[src/rtl/bram_arb_pkg.sv]
// ============================================================================
// bram_arb_pkg : shared FSM state type and port-index constants for bram_arbiter
// Rev 1.0
// ============================================================================
`default_nettype none

package bram_arb_pkg;

  typedef enum logic [1:0] {
    ARB   = 2'd0,
    LOCK0 = 2'd1,
    LOCK1 = 2'd2
  } arb_state_e;

  localparam logic C_PORT0 = 1'b0;
  localparam logic C_PORT1 = 1'b1;

  function automatic arb_state_e lock_state(input logic port);
    return (port == C_PORT1) ? LOCK1 : LOCK0;
  endfunction

endpackage

`default_nettype wire

[src/rtl/bram_arb_rr.sv]
// ============================================================================
// bram_arb_rr : two-way round-robin grant; BRAM_ARB_FIXED_PRIO_EN selects fixed
//               port-0 priority instead. Rev 1.0
// ============================================================================
`default_nettype none

module bram_arb_rr
  import bram_arb_pkg::*;
(
`ifndef BRAM_ARB_FIXED_PRIO_EN
  input  logic       clk_i,
  input  logic       rst_ni,
  input  logic [1:0] xfer_i,
`endif
  input  logic [1:0] req_i,
  output logic [1:0] gnt_o
);

`ifdef BRAM_ARB_FIXED_PRIO_EN
  assign gnt_o[C_PORT0] = req_i[C_PORT0];
  assign gnt_o[C_PORT1] = req_i[C_PORT1] & ~req_i[C_PORT0];
`else
  // Index of the port that transferred most recently; resets to 1 so port 0 wins first.
  logic last_q;

  always_ff @(posedge clk_i or negedge rst_ni) begin
    if (!rst_ni) begin
      last_q <= C_PORT1;
    end else if (xfer_i[C_PORT0]) begin
      last_q <= C_PORT0;
    end else if (xfer_i[C_PORT1]) begin
      last_q <= C_PORT1;
    end
  end

  always_comb begin
    gnt_o = req_i;
    if (req_i[C_PORT0] && req_i[C_PORT1]) begin
      gnt_o = (last_q == C_PORT1) ? 2'b01 : 2'b10;
    end
  end
`endif

endmodule

`default_nettype wire

[src/rtl/bram_arbiter.sv]
// ============================================================================
// bram_arbiter : two requesters sharing one single-port BRAM with burst locking.
//                Optional BRAM_ARB_FIXED_PRIO_EN gives port 0 fixed priority. Rev 1.0
// ============================================================================
`default_nettype none

module bram_arbiter
  import bram_arb_pkg::*;
#(
  parameter int DATA_WIDTH = 16,
  parameter int ADDR_WIDTH = 9,
  parameter int MAX_BURST  = 8
) (
  input  logic                  clka,
  input  logic                  rsta_n,
  input  logic                  req0_valid,
  output logic                  req0_ready,
  input  logic                  req0_we,
  input  logic                  req0_lock,
  input  logic [ADDR_WIDTH-1:0] req0_addr,
  input  logic [DATA_WIDTH-1:0] req0_wdata,
  output logic                  rsp0_valid,
  output logic [DATA_WIDTH-1:0] rsp0_rdata,
  input  logic                  req1_valid,
  output logic                  req1_ready,
  input  logic                  req1_we,
  input  logic                  req1_lock,
  input  logic [ADDR_WIDTH-1:0] req1_addr,
  input  logic [DATA_WIDTH-1:0] req1_wdata,
  output logic                  rsp1_valid,
  output logic [DATA_WIDTH-1:0] rsp1_rdata,
  output logic                  bram_wea,
  output logic [ADDR_WIDTH-1:0] bram_addra,
  output logic [DATA_WIDTH-1:0] bram_dina,
  input  logic [DATA_WIDTH-1:0] bram_douta
);

  localparam logic [7:0] C_MAX_BURST = 8'(MAX_BURST);

  arb_state_e            state_q;
  logic [7:0]            beat_cnt_q;
  logic [1:0]            rd_pend_q;
  logic [ADDR_WIDTH-1:0] addr_q;
  logic [DATA_WIDTH-1:0] din_q;

  logic [1:0] req_v;
  logic [1:0] rr_gnt;
  logic [1:0] gnt;
  logic [1:0] xfer;
  logic [7:0] beat_inc;
  logic       own;
  logic       own_xfer;
  logic       own_valid;
  logic       own_lock;

  assign req_v = {req1_valid, req0_valid};

  bram_arb_rr u_rr (
`ifndef BRAM_ARB_FIXED_PRIO_EN
    .clk_i  (clka),
    .rst_ni (rsta_n),
    .xfer_i (xfer),
`endif
    .req_i  (req_v),
    .gnt_o  (rr_gnt)
  );

  always_comb begin
    case (state_q)
      LOCK0:   gnt = 2'b01;
      LOCK1:   gnt = 2'b10;
      default: gnt = rr_gnt;
    endcase
  end

  // Gating with reset keeps the BRAM write enable low the instant reset asserts.
  assign req0_ready = rsta_n & gnt[C_PORT0];
  assign req1_ready = rsta_n & gnt[C_PORT1];
  assign xfer       = req_v & {req1_ready, req0_ready};

  assign bram_wea = (xfer[C_PORT0] & req0_we) | (xfer[C_PORT1] & req1_we);

  always_comb begin
    bram_addra = addr_q;
    bram_dina  = din_q;
    if (xfer[C_PORT0]) begin
      bram_addra = req0_addr;
      bram_dina  = req0_wdata;
    end else if (xfer[C_PORT1]) begin
      bram_addra = req1_addr;
      bram_dina  = req1_wdata;
    end
  end

  assign own       = (state_q == LOCK1);
  assign own_xfer  = own ? xfer[C_PORT1] : xfer[C_PORT0];
  assign own_valid = own ? req1_valid : req0_valid;
  assign own_lock  = own ? req1_lock : req0_lock;
  assign beat_inc  = beat_cnt_q + 8'd1;

  assign rsp0_valid = rd_pend_q[C_PORT0];
  assign rsp1_valid = rd_pend_q[C_PORT1];
  assign rsp0_rdata = rd_pend_q[C_PORT0] ? bram_douta : '0;
  assign rsp1_rdata = rd_pend_q[C_PORT1] ? bram_douta : '0;

  always_ff @(posedge clka or negedge rsta_n) begin
    if (!rsta_n) begin
      state_q    <= ARB;
      beat_cnt_q <= 8'd0;
      rd_pend_q  <= 2'b00;
      addr_q     <= '0;
      din_q      <= '0;
    end else begin
      rd_pend_q <= xfer & ~{req1_we, req0_we};
      if (|xfer) begin
        addr_q <= bram_addra;
        din_q  <= bram_dina;
      end
      case (state_q)
        ARB: begin
          if (xfer[C_PORT0] && req0_lock) begin
            state_q    <= lock_state(C_PORT0);
            beat_cnt_q <= 8'd1;
          end else if (xfer[C_PORT1] && req1_lock) begin
            state_q    <= lock_state(C_PORT1);
            beat_cnt_q <= 8'd1;
          end
        end
        default: begin
          if (own_xfer) begin
            if (!own_lock || beat_inc == C_MAX_BURST) begin
              state_q    <= ARB;
              beat_cnt_q <= 8'd0;
            end else begin
              beat_cnt_q <= beat_inc;
            end
          end else if (!own_valid && !own_lock) begin
            state_q    <= ARB;
            beat_cnt_q <= 8'd0;
          end
        end
      endcase
    end
  end

endmodule

`default_nettype wire

[config.mk]
export PLATFORM = sky130hd
export DESIGN_NAME = bram_arbiter
export DESIGN_NICKNAME = d
export VERILOG_FILES = /design/src/rtl/bram_arb_pkg.sv /design/src/rtl/bram_arb_rr.sv /design/src/rtl/bram_arbiter.sv
export SDC_FILE = /design/constraint.sdc
export NUM_CORES = 1
export LEC_CHECK = 0
export BUFFER_PORTS_ARGS = -buffer_cell sky130_fd_sc_hd__buf_2
export CORE_AREA = 2 2 78 80
export CTS_BUF_LIST = sky130_fd_sc_hd__clkbuf_8
export DETAILED_ROUTE_END_ITERATION = 10
export DIE_AREA = 0 0 80 82
export PLACE_DENSITY_LB_ADDON = 0.05
export SYNTH_ARGS = -nofsm -noshare
export SYNTH_HDL_FRONTEND = slang
export SYNTH_SLANG_ARGS = --single-unit
[constraint.sdc]
create_clock -name clka -period 2.5 [get_ports clka]
set_clock_uncertainty 0.05 [all_clocks]
set_input_delay 0.125 -clock clka [delete_from_list [all_inputs] [get_ports clka]]
set_output_delay 0.125 -clock clka [all_outputs]
set_load 0.005 [all_outputs]
==> impl_metrics.ini <==
[status]
outcome = finished clean

[placed_design]
dp_hpwl_mm = 4.540
placed_cell_area_um2 = 3272
place.gp.congestion = 0.8231
port_buffers = 135

[sta]
period_needed_ns = 2.479
fmax_ghz = 0.4033
relSlewSlack_pct = 72.82
slew_viol_final = 0
setup_violations = 0
hold_viol_final = 0
max_slew.worst_pin.slew_ns = 0.4077
rsz0062_at_grt = yes
holdWs_ns = 0.009207
min_period_over_period_pct = 99.18

[logic_synthesis]
syn-num-nets = 362
avgSynthCellArea_um2 = 8.909
synth_flop_cell = dfrtp_1
yosys_warnings = 0
ys_seq_elements = 38
synth_area_leaders = dfrtp_1, mux2i_1, o21ai_1, and2_1, nand2_1
yosysTopAreaCellShare_pct = 36.72
ys_seq_area_share_pct = 37.77
syn_area_um2 = 2521
synthCells = 283
async_reset_ff_share_pct = 100.0
synth-edff-count = 0
yosysTopAreaCell = dfrtp_1
ys_types = 47

[power]
power_density_nw_per_um2 = 1021
clkPwrFrac_pct = 16.5
combinationalPowerShare_pct = 56.9
total_leakage_power_uw = 0.001883
switching_share_pct = 36.99
power.share.sequential_pct = 26.6
power_switching_uw = 1462
p_int_uw = 2491
ir_drop_v = 0.0005508

[worst_setup_path]
r2r_slack_ns = 0.14
cp.required_ns = 2.33
crit_end = bram_dina[0]
critical_path_arrival_ns = 2.30
critPathKind = register to output pin
reg2reg_from = state_q[1]
r2r-end = beat_cnt_q[0]
end_kind = output pin
startpoint = state_q[1]
crit_path_max_fanout = 8
startpoint_type = register
worstRegToRegCells = 10

[die]
die_y_um = 82
die_area_um2 = 6560
core_um2 = 5746
start_util_pct = 43.88
row_count = 28
io_pins = 136
fp.dieW_um = 80

[route]
drt_iter0_markers = 185
routedWlPerCell_um = 13.60
detail-route-antenna-nets = 0
dr_total_vias = 2596
viasPerCell = 5.100
drt_pre_antenna_iters = 4
wirelength_mm = 6.923
drc = 0

[hold_path]
worstHoldPathType = input pin to register
hp-start = req0_addr[6]

[layout]
multi_input_area_um2 = 1680
area.sequential_um2 = 952.2
layout_common_cells = buf_2, o21ai_1, and2_1, dfrtp_1, nand2_1
diodes = 0
fill_cells = 486
nets = 512
final_util_pct = 67.42
drive_gt1_share_pct = 45.62
layout_commonest_cell = buf_2
design_area_um2 = 3874
area_delta_synth_final_pct = 53.65

[job]
drv_cap = 0

[global_route]
track_usage_pct = 19.91
antenna_found_initial = 0
grt_pass1_vias = 2321
grt_pass1_wl_mm = 10.29
grt_overflow_total = 0
grt_start_max_net_pins = 78

[clocking]
cts_max_level = 2
cts.clk_slew.worst_paths_ns = 0.08
cts-root-buf = clkbuf_8
clock_sinks = 38
cts-buffers-inserted = 5
clk_latency_ns = 0.29
cts_max_path_buffers = 2
cts_tree = yes
-- metrics by stage --
stage          setup TNS, ns  total power (uW)  cells  worst slack, ns
5_1_grt              -0.7435              4230    509         -0.06696
2_1_floorplan              0              2102    283           0.3965
6_report                   0              3953    509          0.02059
3_3_place_gp               0              2666    482           0.2063
3_5_place_dp               0              2691    482           0.1746
4_1_cts                    0              3542    499         0.004537
-- worst min path at each step --
stage                         to  slack (ns)  cells past startpoint
floorplan              addr_q[0]       -0.22                      0
global placement    rd_pend_q[0]       -0.04                      1
detailed placement  rd_pend_q[0]       -0.04                      1
CTS                    addr_q[7]       0.004                      3
global route           addr_q[7]        0.02                      3
finish                 addr_q[6]       0.009                      3
-- repair_timing --
action / in CTS / in global routing
endpoints found under the hold margin: 9 / 0
hold buffers: 3 / 0
pin swaps: 1 / 1
gates resized for setup: 8 / 37
endpoints found under the setup margin: 25 / 25
setup buffers: 4 / 8
cloned: 2 / 2
-- kinds of logic (layout without fill, tap and decap cells) --
kind of cell             count (synthesis)  after routing  synth area share, %
AND/OR/NAND/NOR                        105            105                23.77
buffers and inverters                   27            178                5.360
XOR/XNOR                                 2              2               0.6949
multiplexers                            26             26                10.32
AO/OA/AOI/OAI                           80             80                19.60
adder cells (fa/ha/maj)                  5              5                2.481
flip-flops                              38             38                37.77
-- flip-flops by register name, indices dropped and copies added (netlist names) --
register / flops
addr_q: 9
beat_cnt_q: 8
din_q: 16
state_q: 2
rd_pend_q: 2
u_rr.last_q: 1
-- final cells by class --
type / instances / share of cell area [%]
multi-input cells: 218 / 43.38
clock buffers: 6 / 2.132
clock inverters: 2 / 1.550
inverters: 11 / 1.066
flip-flops and latches: 38 / 24.58
well taps: 75 / 2.422
repair buffers: 159 / 24.87
-- cells in the mapped netlist, types with 2 or more instances --
cell and instances:
a211oi_1 2, a21oi_1 2, a22o_1 5, a22oi_1 2, and2_1 37, buf_2 6, buf_6 3, clkbuf_1 6
dfrtp_1 37, ha_1 5, inv_1 10, mux2i_1 26, nand2_1 34, nand3_1 7, nand3b_1 3, nor2_1 7
nor3_1 2, nor3_2 2, nor4_1 3, o21a_1 2, o21ai_0 4, o21ai_1 52, xor2_1 2
-- routing by layer --
layer	GRT usage [%]	routed length, um	vias to the layer above
met3	4.945	479	12
met1	24.81	3020	1193
li1	-	-	1297
met5	0	0	-
met2	33.75	3306	94
met4	6.949	116	0
-- worst max-delay path, stage by stage (launching register included) --
cell and delay (ns):
dfrtp_1 0.40, inv_2 0.07, ha_4 0.30, and3b_2 0.24, nor3_4 0.14, buf_6 0.13
bufbuf_16 0.28, mux2i_1 0.24, o21ai_1 0.08, buf_2 0.13
-- power groups by stage --
stage	Sequential [uW]	Clock [uW]	Combinational [uW]
after floorplan	951	0	1150
after global placement	989	0	1680
after detailed placement	993	0	1700
after CTS	988	666	1890
after global routing	1080	689	2460
final	1050	652	2250
(Power assumes the default switching activity.)
